### src/rtl/vga_sync_gen.sv
// VGA timing source: column/row counters, stage-0 decodes, registered
// sync/colour outputs, frame counter and periodic game tick.
module vga_sync_gen #(
  parameter int unsigned TOTAL_COLS      = 800,
  parameter int unsigned TOTAL_ROWS      = 525,
  parameter int unsigned ACTIVE_COLS     = 640,
  parameter int unsigned ACTIVE_ROWS     = 480,
  parameter int unsigned H_FRONT_PORCH   = 16,
  parameter int unsigned H_SYNC_WIDTH    = 96,
  parameter int unsigned V_FRONT_PORCH   = 10,
  parameter int unsigned V_SYNC_WIDTH    = 2,
  parameter int unsigned FRAMES_PER_TICK = 30
) (
  input  logic       i_Clk,
  input  logic       i_Rst_L,
  input  logic       i_Enable,
  input  logic [3:0] i_Red_Video,
  input  logic [3:0] i_Grn_Video,
  input  logic [3:0] i_Blu_Video,
  output logic [9:0] o_Col_Count,
  output logic [9:0] o_Row_Count,
  output logic       o_Active,
  output logic       o_Frame_Start,
  output logic       o_HSync,
  output logic       o_VSync,
  output logic [3:0] o_Red_Video,
  output logic [3:0] o_Grn_Video,
  output logic [3:0] o_Blu_Video,
  output logic [7:0] o_Frame_Count,
  output logic       o_Game_Tick
);

  localparam int unsigned CNT_W  = 10;
  localparam int unsigned FC_W   = 8;
  localparam int unsigned CLR_W  = 4;
  localparam int unsigned TICK_W = (FRAMES_PER_TICK > 1) ? $clog2(FRAMES_PER_TICK) : 1;

  localparam logic [CNT_W-1:0] COL_LAST     = CNT_W'(TOTAL_COLS - 1);
  localparam logic [CNT_W-1:0] ROW_LAST     = CNT_W'(TOTAL_ROWS - 1);
  localparam logic [CNT_W-1:0] ACT_COL_LAST = CNT_W'(ACTIVE_COLS - 1);
  localparam logic [CNT_W-1:0] ACT_ROW_LAST = CNT_W'(ACTIVE_ROWS - 1);
  localparam logic [CNT_W-1:0] HS_FIRST     = CNT_W'(ACTIVE_COLS + H_FRONT_PORCH);
  localparam logic [CNT_W-1:0] HS_LAST      = CNT_W'(ACTIVE_COLS + H_FRONT_PORCH + H_SYNC_WIDTH - 1);
  localparam logic [CNT_W-1:0] VS_FIRST     = CNT_W'(ACTIVE_ROWS + V_FRONT_PORCH);
  localparam logic [CNT_W-1:0] VS_LAST      = CNT_W'(ACTIVE_ROWS + V_FRONT_PORCH + V_SYNC_WIDTH - 1);
  localparam logic [TICK_W-1:0] TICK_LAST   = TICK_W'(FRAMES_PER_TICK - 1);

  // Counters are 10 bits wide; larger frame geometries cannot be represented.
  if (TOTAL_COLS > 1024 || TOTAL_ROWS > 1024) begin : g_bad_geometry
    $error("vga_sync_gen: TOTAL_COLS/TOTAL_ROWS must not exceed 1024");
  end
  if (FRAMES_PER_TICK < 1) begin : g_bad_tick
    $error("vga_sync_gen: FRAMES_PER_TICK must be at least 1");
  end

  logic [CNT_W-1:0]  col_q, col_d;
  logic [CNT_W-1:0]  row_q, row_d;
  logic [FC_W-1:0]   frame_cnt_q, frame_cnt_d;
  logic [TICK_W-1:0] tick_cnt_q, tick_cnt_d;
  logic              hsync_q, hsync_d;
  logic              vsync_q, vsync_d;
  logic [CLR_W-1:0]  red_q, red_d;
  logic [CLR_W-1:0]  grn_q, grn_d;
  logic [CLR_W-1:0]  blu_q, blu_d;

  logic active_c;
  logic frame_start_c;
  logic game_tick_c;
  logic hsync_zone_c;
  logic vsync_zone_c;

  // Stage-0 decodes of the current count.
  always_comb begin
    active_c      = (col_q <= ACT_COL_LAST) && (row_q <= ACT_ROW_LAST);
    frame_start_c = i_Enable && (col_q == '0) && (row_q == '0);
    game_tick_c   = frame_start_c && (tick_cnt_q == TICK_LAST);
    hsync_zone_c  = (col_q >= HS_FIRST) && (col_q <= HS_LAST);
    vsync_zone_c  = (row_q >= VS_FIRST) && (row_q <= VS_LAST);
  end

  // Next-state: raster advance, frame/tick counting, stage-1 sync and colour.
  always_comb begin
    col_d       = col_q;
    row_d       = row_q;
    frame_cnt_d = frame_cnt_q;
    tick_cnt_d  = tick_cnt_q;
    hsync_d     = 1'b1;
    vsync_d     = 1'b1;
    red_d       = '0;
    grn_d       = '0;
    blu_d       = '0;

    if (!i_Enable) begin
      col_d = '0;
      row_d = '0;
    end else begin
      if (col_q == COL_LAST) begin
        col_d = '0;
        if (row_q == ROW_LAST) begin
          row_d       = '0;
          frame_cnt_d = frame_cnt_q + FC_W'(1);
        end else begin
          row_d = row_q + CNT_W'(1);
        end
      end else begin
        col_d = col_q + CNT_W'(1);
      end

      hsync_d = !hsync_zone_c;
      vsync_d = !vsync_zone_c;
      if (active_c) begin
        red_d = i_Red_Video;
        grn_d = i_Grn_Video;
        blu_d = i_Blu_Video;
      end
    end

    if (game_tick_c) begin
      tick_cnt_d = '0;
    end else if (frame_start_c) begin
      tick_cnt_d = tick_cnt_q + TICK_W'(1);
    end
  end

  // State registers with asynchronous active-low reset.
  always_ff @(posedge i_Clk or negedge i_Rst_L) begin
    if (!i_Rst_L) begin
      col_q       <= '0;
      row_q       <= '0;
      frame_cnt_q <= '0;
      tick_cnt_q  <= '0;
      hsync_q     <= 1'b1;
      vsync_q     <= 1'b1;
      red_q       <= '0;
      grn_q       <= '0;
      blu_q       <= '0;
    end else begin
      col_q       <= col_d;
      row_q       <= row_d;
      frame_cnt_q <= frame_cnt_d;
      tick_cnt_q  <= tick_cnt_d;
      hsync_q     <= hsync_d;
      vsync_q     <= vsync_d;
      red_q       <= red_d;
      grn_q       <= grn_d;
      blu_q       <= blu_d;
    end
  end

  assign o_Col_Count   = col_q;
  assign o_Row_Count   = row_q;
  assign o_Active      = active_c;
  assign o_Frame_Start = frame_start_c;
  assign o_Game_Tick   = game_tick_c;
  assign o_HSync       = hsync_q;
  assign o_VSync       = vsync_q;
  assign o_Red_Video   = red_q;
  assign o_Grn_Video   = grn_q;
  assign o_Blu_Video   = blu_q;
  assign o_Frame_Count = frame_cnt_q;

endmodule

### config.mk
export PLATFORM = sky130hd
export DESIGN_NAME = vga_sync_gen
export DESIGN_NICKNAME = d
export VERILOG_FILES = /design/src/rtl/vga_sync_gen.sv
export SDC_FILE = /design/constraint.sdc
export NUM_CORES = 1
export LEC_CHECK = 0
export CORE_MARGIN = 8
export CORE_UTILIZATION = 45
export DETAILED_ROUTE_END_ITERATION = 6
export GPL_TIMING_DRIVEN = 0
export PLACE_DENSITY = 0.75
export SYNTH_ARGS = -nofsm -noshare
export SYNTH_HDL_FRONTEND = slang
export SYNTH_SLANG_ARGS = --single-unit
### constraint.sdc
create_clock -name i_Clk -period 2.4 [get_ports i_Clk]
set_clock_uncertainty 0.15 [all_clocks]
set_input_delay 0.36 -clock i_Clk [delete_from_list [all_inputs] [get_ports i_Clk]]
set_output_delay 0.36 -clock i_Clk [all_outputs]
set_load 0.03 [all_outputs]
Word-level counts from Yosys, hierarchy flattened
Cells that the tools add are included.
{ "totals": {"reg_bits": 47, "word_cells": 50} }
{ "op_classes": {"n_addsub": 4, "magnitude_cmp": 6, "n_eq_ne": 4, "mux": 15, "reduce_logical": 12} }
{ "op_table": {"columns": ["operator", "count"], "rows": [
  ["10-bit two-way mux", 5],
  ["4-bit two-way mux", 6],
  ["10-bit by 1-bit adder with 10-bit output, second input constant", 2],
  ["10-bit equality test, second input constant", 2],
  ["10-bit less-or-equal comparator, second input constant", 2],
  ["10-bit by 9-bit less-or-equal comparator with 1-bit output, second input constant", 2],
  ["10-bit zero test", 2],
  ["10-bit greater-or-equal comparator, second input constant", 1],
  ["10-bit by 9-bit greater-or-equal comparator with 1-bit output, second input constant", 1],
  ["5-bit two-way mux", 2],
  ["8-bit by 1-bit adder with 8-bit output, second input constant", 1],
  ["1-bit logical AND", 6],
  ["5-bit by 1-bit adder with 5-bit output, second input constant", 1],
  ["5-bit equality test, second input constant", 1],
  ["3-bit AND reduction", 1],
  ["1-bit zero test", 2],
  ["1-bit two-way mux", 2],
  ["2-bit by 1-bit != test with 1-bit output, second input constant", 1],
  ["2-bit nonzero test", 1]
]} }

Logic depth before layout (Yosys ltp)
Gate-level depths: netlist (run 1).
{ "depth": {"ltp_word": 5, "depth_mapped": 7, "ltp_nobuf": 6} }

Worst setup path before layout (run 1)
Ideal clock, no wire load.
{ "synth_timing": {"path_kind": "reg-to-output", "from": "register col_q[7] (netlist: o_Col_Count[7])", "to": "output o_Game_Tick", "t_arrival_ps": 2721, "setup_slack_ps": -831, "path_stages_with_launch": 5, "path_cell_list": "dfrtp_1 > buf_6 > or4b_4 > nor4_1 > and2_1"} }
{ "synth_via": {"elab_chain_cells": 4} }
{ "synth_lines": {"columns": ["element", "line_no", "source"], "rows": [
  ["start, declared", "56", "logic [CNT_W-1:0] col_q, col_d;"],
  ["start signal, assigned", "138", "col_q <= col_d;"],
  ["10-bit zero test", "75", "frame_start_c = i_Enable && (col_q == '0) && (row_q == '0);"],
  ["1-bit logical AND (2 in a row)", "75", null],
  ["net o_Frame_Start", "23", "output logic o_Frame_Start,"],
  ["1-bit logical AND", "76", "game_tick_c = frame_start_c && (tick_cnt_q == TICK_LAST);"],
  ["end, declared", "30", "output logic o_Game_Tick"]
]} }
The timed path passes the listed nets, and every way through them passes these cells.

Worst setup path after layout (run 1)
{ "layout_timing": {"from": "register col_q[6] (netlist: o_Col_Count[6])", "to": "output o_Game_Tick"} }
{ "layout_via": {"elab_chain_cells": 4} }
{ "layout_lines": {"columns": ["element", "line_no"], "rows": [
  ["10-bit zero test", "75"],
  ["1-bit logical AND (2 in a row)", "75"],
  ["1-bit logical AND", "76"]
]} }
No other way between the ends.

==> summary.txt, run 1 <==
Setup path
  – CP arrival: between 1.5 and 2 ns
  – Crit Path Max Fanout: 7
  – WP data required: about 1.9 ns
  – CP top delay family: simple AND/OR/NAND/NOR gates
  – CP bufs+invs: 1
  – Setup crit end kind: output port
  – CP Launch Type: flip-flop
  – CP Class: reg -> out
  – CP max stage delay: around 0.55 ns
  – CP cell instances: or4b_4 -> nor4_4 -> and2_4 -> buf_6
  – Critical-path top delay cell: or4b_4

Die
  – Die height: a little under 90 um
  – Initial Util: 0.460
  – Core Region: between 5000 and 6000 um^2
  – Die area: between 7000 and 8000 um^2
  – IO Pins: 60
  – Rows: 26
  – Die X: 87.8 um

Logic synthesis
  – Post-synthesis sequential area ratio: 0.508
  – Cells after synthesis: approximately 230
  – FFs w/ async S/R, synth: 1.00
  – Yosys reg bits: between 40 and 50
  – Synth warn: 0
  – Avg Inst Size Synth: between 10 and 15 um^2
  – Mapped Nets: 248
  – Post-synth EDFFs: 0
  – Main flop type after synthesis: dfrtp_1
  – Syn Std Cell Area: between 2000 and 2500 um^2
  – Unique masters post-synth: 41

Layout
  – Area grow syn2layout: 41.8%
  – # fillers: about 400
  – Share of cells above drive strength 1: 0.187
  – Commonest non-fill, non-tap cells in the layout: 54 x clkdlybuf4s50_1, 35 x dfrtp_1, 18 x nand2_1
  – Layout Nets: about 330
  – Leading cell type in the layout, fill and taps excluded: clkdlybuf4s50_1
  – Antenna fix cells: 0
  – Fin cells: roughly 380

Detailed routing
  – First-pass DRT Iterations: 4
  – Average wire per standard cell: ~16 um
  – Final WL: about 6000 um
  – Vias per cell: around 5.4
  – Vias post-DR: ~2000
  – Routed Antenna Nets: 0
  – DR DRC count: 0
  – DR iter-0 viols: around 160

Global route
  – Initial antenna violation count: 0
  – Met1 Use GR: 0.207
  – Met2 Resource Use GR: 0.259
  – Busiest grt layer: met2
  – Met3 Track Usage GR: 0.0488
  – First-pass GRT wire length: a little under 10000 um
  – Pin count of the biggest net entering global routing: 28
  – Vias in the first global route: approximately 2000
  – Total grt overflow: 0
  – Overall Global Routing Usage: 0.162

STA
  – Worst-margin pin slew: just under 0.5 ns
  – Max_slew headroom: 0.673
  – Post-layout minimum cycle time: 2.46 ns
  – Max-slew violation count: 0
  – Period utilization: 1.03
  – Hold Fails Final Rpt: 0
  – Final setup margin: -0.0621 ns
  – Max Fclk: 406 MHz
  – Final setup vio count: 2
  – RSZ-0062 raised after global routing: yes

CTS
  – Clock Pin Slew Worst Setup and Hold Paths: approximately 0.080 ns
  – Clock Tree Buf Depth: 2
  – Total CTS buffers: 5
  – Total number of H-tree levels: 2
  – Clk_lat worst skew: roughly 0.30 ns
  – CTS root buf: clkbuf_8
  – CTS tree: built
  – TritonCTS Sinks: 47

Pwr
  – Leakage dissipation: between 0.001 and 0.0015 uW
  – Combinational Power Share: 0.176
  – Final Power: roughly 1700 uW
  – Clock share of power: 0.275
  – P per Cell Area: 502 nW/um^2
  – Net Sw Frac: 0.273
  – Reg power frac: 0.549
  – VDD IR max: about 0.00038 V
  – Pint: 1200 uW
  – Net Sw Power: 450 uW

Placed design
  – Post-Place Cells: roughly 360
  – Placer Congestion: around 0.82
  – Placed wire-length estimate: 4260 um
  – Port Buf Inserts: slightly below 60

Job
  – MaxCap Viol Count: 0

Run status
  – Failing checks: setup timing
  – Status: complete, but fails checks

Worst hold path
  – Min-delay worst type: reg -> reg
==> worst register-to-register path, delay by kind of cell (launching register included) <==
| kind | cells | cell delay (ns) |
|---|---|---|
| flops | 1 | 0.45 |
| compound gates | 1 | 0.08 |
| buf+inv | 1 | 0.16 |
| simple gates | 3 | 1.41 |
==> path summary, 6_finish.rpt <==
kind                                                    from                      endpoint  slack [ns]  cells past startpoint
worst min-delay path            o_Frame_Count[7]$_DFFE_PN0P_  o_Frame_Count[7]$_DFFE_PN0P_        0.33                      1
worst min register to register  o_Frame_Count[7]$_DFFE_PN0P_  o_Frame_Count[7]$_DFFE_PN0P_        0.33                      1
worst max-delay path                o_Col_Count[6]$_DFF_PN0_                   o_Game_Tick       -0.06                      4
worst max register to register      o_Col_Count[6]$_DFF_PN0_    o_Row_Count[9]$_DFFE_PN0P_        0.07                      5
min in group asynchronous                            i_Rst_L    o_Row_Count[3]$_DFFE_PN0P_        0.40                      2
max in group asynchronous                            i_Rst_L      o_Col_Count[5]$_DFF_PN0_        1.18                      3
==> cell type report <==
cell class,instances,area [um^2],share of cell area
clock inverter,1,5.00,0.00152
timing repair buffer,73,708,0.215
multi-input combinational,163,1160,0.352
tap,70,87.6,0.0266
sequential,47,1190,0.362
clock buffer,7,76.3,0.0232
inverter,7,26.3,0.00799
buffer,7,35.0,0.0107
==> layer usage <==
| metal | part of all wire | vias to the layer above |
|---|---|---|
| li1 | - | 976 |
| met1 | 0.44 | 992 |
| met2 | 0.49 | 51 |
| met3 | 0.061 | 5 |
| met4 | 0.0092 | 0 |
| met5 | 0 | - |
==> power by group through the flow <==
stage | logic (uW) | clock network, uW | registers (uW)
finish | 291 | 455 | 906
floorplan | 142 | 0 | 944
detailed placement | 282 | 0 | 920
global route | 329 | 512 | 917
global placement | 273 | 0 | 919
CTS | 288 | 469 | 905
==> registers in the layout, summed over array words and instances, names as in the netlist <==
name and count:
o_Frame_Count 8, o_Grn_Video 4, o_Row_Count 10, o_Blu_Video 4, o_HSync 1, o_Col_Count 10
tick_cnt_q 5, o_VSync 1, o_Red_Video 4
==> cells in the mapped netlist, types with 2 or more instances <==
master | count | area (um^2)
nor2_1 | 12 | 45.0
xor2_1 | 9 | 78.8
clkbuf_1 | 6 | 22.5
xnor2_1 | 5 | 43.8
ha_1 | 8 | 100
dfrtp_1 | 45 | 1130
o31ai_1 | 3 | 22.5
and4_1 | 3 | 26.3
inv_1 | 7 | 26.3
nor4_1 | 5 | 31.3
o41ai_1 | 3 | 26.3
nand2_1 | 18 | 67.6
nor3_1 | 7 | 35.0
nand3b_1 | 3 | 22.5
mux2_2 | 3 | 33.8
nor2b_1 | 2 | 12.5
and3_1 | 16 | 100
and2_1 | 4 | 25.0
or3_1 | 4 | 25.0
o211ai_1 | 4 | 30.0
a31oi_1 | 9 | 56.3
a21oi_1 | 3 | 15.0
nand4_1 | 3 | 18.8
dfstp_2 | 2 | 52.6
nand3_1 | 16 | 80.1
or4_1 | 2 | 15.0
o21ai_0 | 9 | 45.0
==> per-stage QoR <==
stage / cell area (um^2) / utilization / hold WS (ns) / worst slack (ns) / TNS, ns
2_1_floorplan: 2340 / - / -0.0856 / -0.0826 / -0.0826
6_report: 3290 / 0.652 / 0.330 / -0.0621 / -0.103
3_3_place_gp: 3020 / 0.598 / 0.310 / -0.726 / -27.15
3_5_place_dp: 3030 / 0.601 / 0.200 / -0.725 / -4.57
5_1_grt: 3290 / 0.652 / 0.359 / -0.139 / -0.261
4_1_cts: 3220 / 0.639 / 0.339 / -0.0468 / -0.0468
==> logic make-up (layout without fill, tap and decap cells) <==
kind of cell,count (synthesis),after routing,synth area share
xor+xnor,14,14,0.0529
buf+inv,15,95,0.0291
mux,3,3,0.0146
simple gates,103,103,0.252
compound gates,35,35,0.0998
flops,47,47,0.508
fa+ha+maj,8,8,0.0432
==> timing repair <==
action,in CTS,in global routing
endpoints found under the hold margin,18,0
buffers inserted,8,4
pin swaps,5,3
hold buffers,1,0
endpoints found under the setup margin,3,16
resized for setup,31,13
(Power assumes the default switching activity.)
==> run 2: changes to the inputs <==
CORE_MARGIN = 5   (was 8)
==> run 2 against run 1 <==
  * The flow still finishes with violations (setup timing)
  * First-iteration DRC count fell by 37%
  * Worst setup slack improved by 0.013 ns
  * Critical path type unchanged
  * Flip-flop and latch count is the same
  * Largest power group unchanged
  * Power grew 7.2%
  * Fmax rose by 0.52%
  * Final cell count is 0.80% higher
  * Highest routed layer unchanged
  * Critical path depth stayed put
  * Register-to-register slack improved by 0.04 ns
  * Non-clock buffer count grew 3
  * Wire length shrank 1.8%
==> summary.txt, run 2 (synthesis gave the netlist of run 1 again) <==
Placed design
  – Placer Congestion: 0.863 (+5.6%)
  – Port Buf Inserts: 59 (unchanged)
  – Placement Cell Area: 3030 um^2 (unchanged)
  – Pre-CTS WS: -0.747 ns (-0.0222 ns)
  – Placed wire-length estimate: 4040 um (-5.1%)

Pwr
  – Leakage dissipation: 0.00143 uW (+2.0%)
  – P per Cell Area: 531 nW/um^2 (+5.7%)
  – VDD IR max: 0.000402 V (+6.7%)

Setup path
  – CP max stage delay: 0.57 ns (+0.02 ns)
  – CP Launch Type: flip-flop
  – WP data required: 1.89 ns (about the same)
  – CP arrival: 1.94 ns (about the same)
  – Crit Path Max Fanout: 2 (-5)
  – CP cell instances: or4b_4 -> nor4_4 -> and2_4 -> buf_6
  – CP bufs+invs: 1 (unchanged)
  – Critical-path top delay cell: or4b_4
  – CP top delay family: simple AND/OR/NAND/NOR gates
  – Setup crit end kind: output port
  – CP Class: reg -> out

Detailed routing
  – Routed Antenna Nets: 0 (unchanged)
  – Average wire per standard cell: 15.3 um (-2.6%)
  – DR DRC count: 0 (unchanged)
  – Final WL: 5790 um (-1.8%)
  – Vias post-DR: 2017 (-0.35%)
  – First-pass DRT Iterations: 4 (unchanged)
  – DR iter-0 viols: 104 (-37%)
  – Vias per cell: 5.34 (-1.1%)

STA
  – Max_slew headroom: 0.731 (+0.0581)
  – Hold Fails Final Rpt: 0 (unchanged)
  – Final setup vio count: 2 (unchanged)
  – WHS: 0.321 ns (-0.00935 ns)
  – Worst-margin pin slew: 0.403 ns (-0.0872 ns)
  – Post-layout minimum cycle time: 2.45 ns (-0.0128 ns)
  – Period utilization: 1.02 (-0.00534)
  – Final setup margin: -0.0493 ns (+0.0128 ns)
  – RSZ-0062 raised after global routing: yes
  – Max-slew violation count: 0 (unchanged)
  – Max Fclk: 408 MHz (+0.52%)

Global route
  – Pin count of the biggest net entering global routing: 34 (+21%)
  – Overall Global Routing Usage: 0.187 (+0.0246)
  – First-pass GRT wire length: 9560 um (-2.3%)
  – Vias in the first global route: 1999 (-0.25%)
  – Initial antenna violation count: 0 (unchanged)
  – Total grt overflow: 0 (unchanged)

CTS
  – Clock Tree Buf Depth: 2 (unchanged)
  – Clk_lat worst skew: 0.30 ns (about the same)
  – Clock Pin Slew Worst Setup and Hold Paths: 0.09 ns (about the same)
  – Total number of H-tree levels: 2 (unchanged)
  – Total CTS buffers: 5 (unchanged)
  – CTS tree: built
  – CTS root buf: clkbuf_8
  – TritonCTS Sinks: 47 (unchanged)

Layout
  – Area grow syn2layout: 43.9%
  – Antenna fix cells: 0 (unchanged)
  – Leading cell type in the layout, fill and taps excluded: clkdlybuf4s50_1
  – Commonest non-fill, non-tap cells in the layout: 54 x clkdlybuf4s50_1, 36 x dfrtp_1, 17 x nand2_1, 17 x buf_4, 16 x and3_1
  – Final instance area: 3340 um^2 (+1.4%)
  – Share of cells above drive strength 1: 0.195 (+0.00792)
  – Final Util: 0.662 (+0.00943)
  – Layout Nets: 330 (+0.92%)

Die
  – Initial Util: 0.460 (unchanged)
  – Die X: 81.8 um (-6.8%)
  – Die height: 81.8 um (-6.8%)
  – IO Pins: 60 (unchanged)
  – Core Region: 5040 um^2 (unchanged)
  – Rows: 26 (unchanged)
  – Die area: 6690 um^2 (-13%)

Run status
  – Status: complete, but fails checks
  – Failing checks: setup timing

Worst hold path
  – Min-delay worst type: reg -> reg

Job
  – MaxCap Viol Count: 0 (unchanged)
-- run 2: changes by cell type in the layout (fill, tap and decap cells not counted) --
cell,previous run,this run
clkinv_2,1,0
clkdlybuf4s15_2,1,0
clkdlybuf4s18_2,0,1
dfrtp_1,35,36
nand2_2,0,1
dfrtp_2,10,9
nand2_1,18,17
bufinv_16,0,1
buf_4,14,17
-- run 2: power by group --
group          switching, uW  internal, uW
Combinational            148           147
Sequential              57.9           849
Clock                    258           312
-- run 2: stage by stage --
stage / setup TNS [ns] / total power, uW / instances
final: -0.0767 / 1770 / 378
after global placement: -26.83 / 1190 / 354
after global routing: -0.174 / 1860 / 378
after detailed placement: -4.53 / 1210 / 355
after CTS: -0.0999 / 1780 / 375
after floorplan: -0.0826 / 1090 / 225
-- run 2: path summary, 6_finish.rpt --
path,startpoint,to,slack (ns),depth (start not counted)
min reg2reg,o_Frame_Count[7]$_DFFE_PN0P_,o_Frame_Count[7]$_DFFE_PN0P_,0.32,1
min,o_Frame_Count[7]$_DFFE_PN0P_,o_Frame_Count[7]$_DFFE_PN0P_,0.32,1
max reg2reg,o_Col_Count[5]$_DFF_PN0_,o_Row_Count[9]$_DFFE_PN0P_,0.11,5
min in group asynchronous,i_Rst_L,o_Row_Count[8]$_DFFE_PN0P_,0.34,2
max in group asynchronous,i_Rst_L,o_HSync$_DFF_PN1_,1.20,3
max,o_Col_Count[5]$_DFF_PN0_,o_Game_Tick,-0.05,4
-- run 2: repair_timing --
action,in CTS,in global routing
hold endpoints to repair,13,0
resized for setup,34,12
hold buffers,1,0
gates cloned,0,0
pin swaps,5,4
buffers inserted,12,3
endpoints found under the setup margin,6,17
-- run 2: layout make-up --
type | instances | area (um^2)
plain buffers | 7 | 35.0
clock buffers | 7 | 76.3
flip-flops and latches | 47 | 1190
multi-input cells | 163 | 1160
well taps | 70 | 87.6
clock inverters | 1 | 30.0
repair buffers | 76 | 729
fillers | 406 | 1710
inverters | 7 | 26.3
-- run 2: layer usage --
metal / track usage / share of wire / vias to the layer above
met5: 0 / 0 / -
met4: 0.0515 / 0.015 / 0
met1: 0.248 / 0.44 / 976
met2: 0.307 / 0.50 / 53
met3: 0.0406 / 0.039 / 8
li1: - / - / 980
==> run 3: changes to the inputs <==
CTS_CLUSTER_SIZE = 8   (was default)
==> results of run 3 <==
The final DEF is identical to that of run 2; final timing and power are the same.
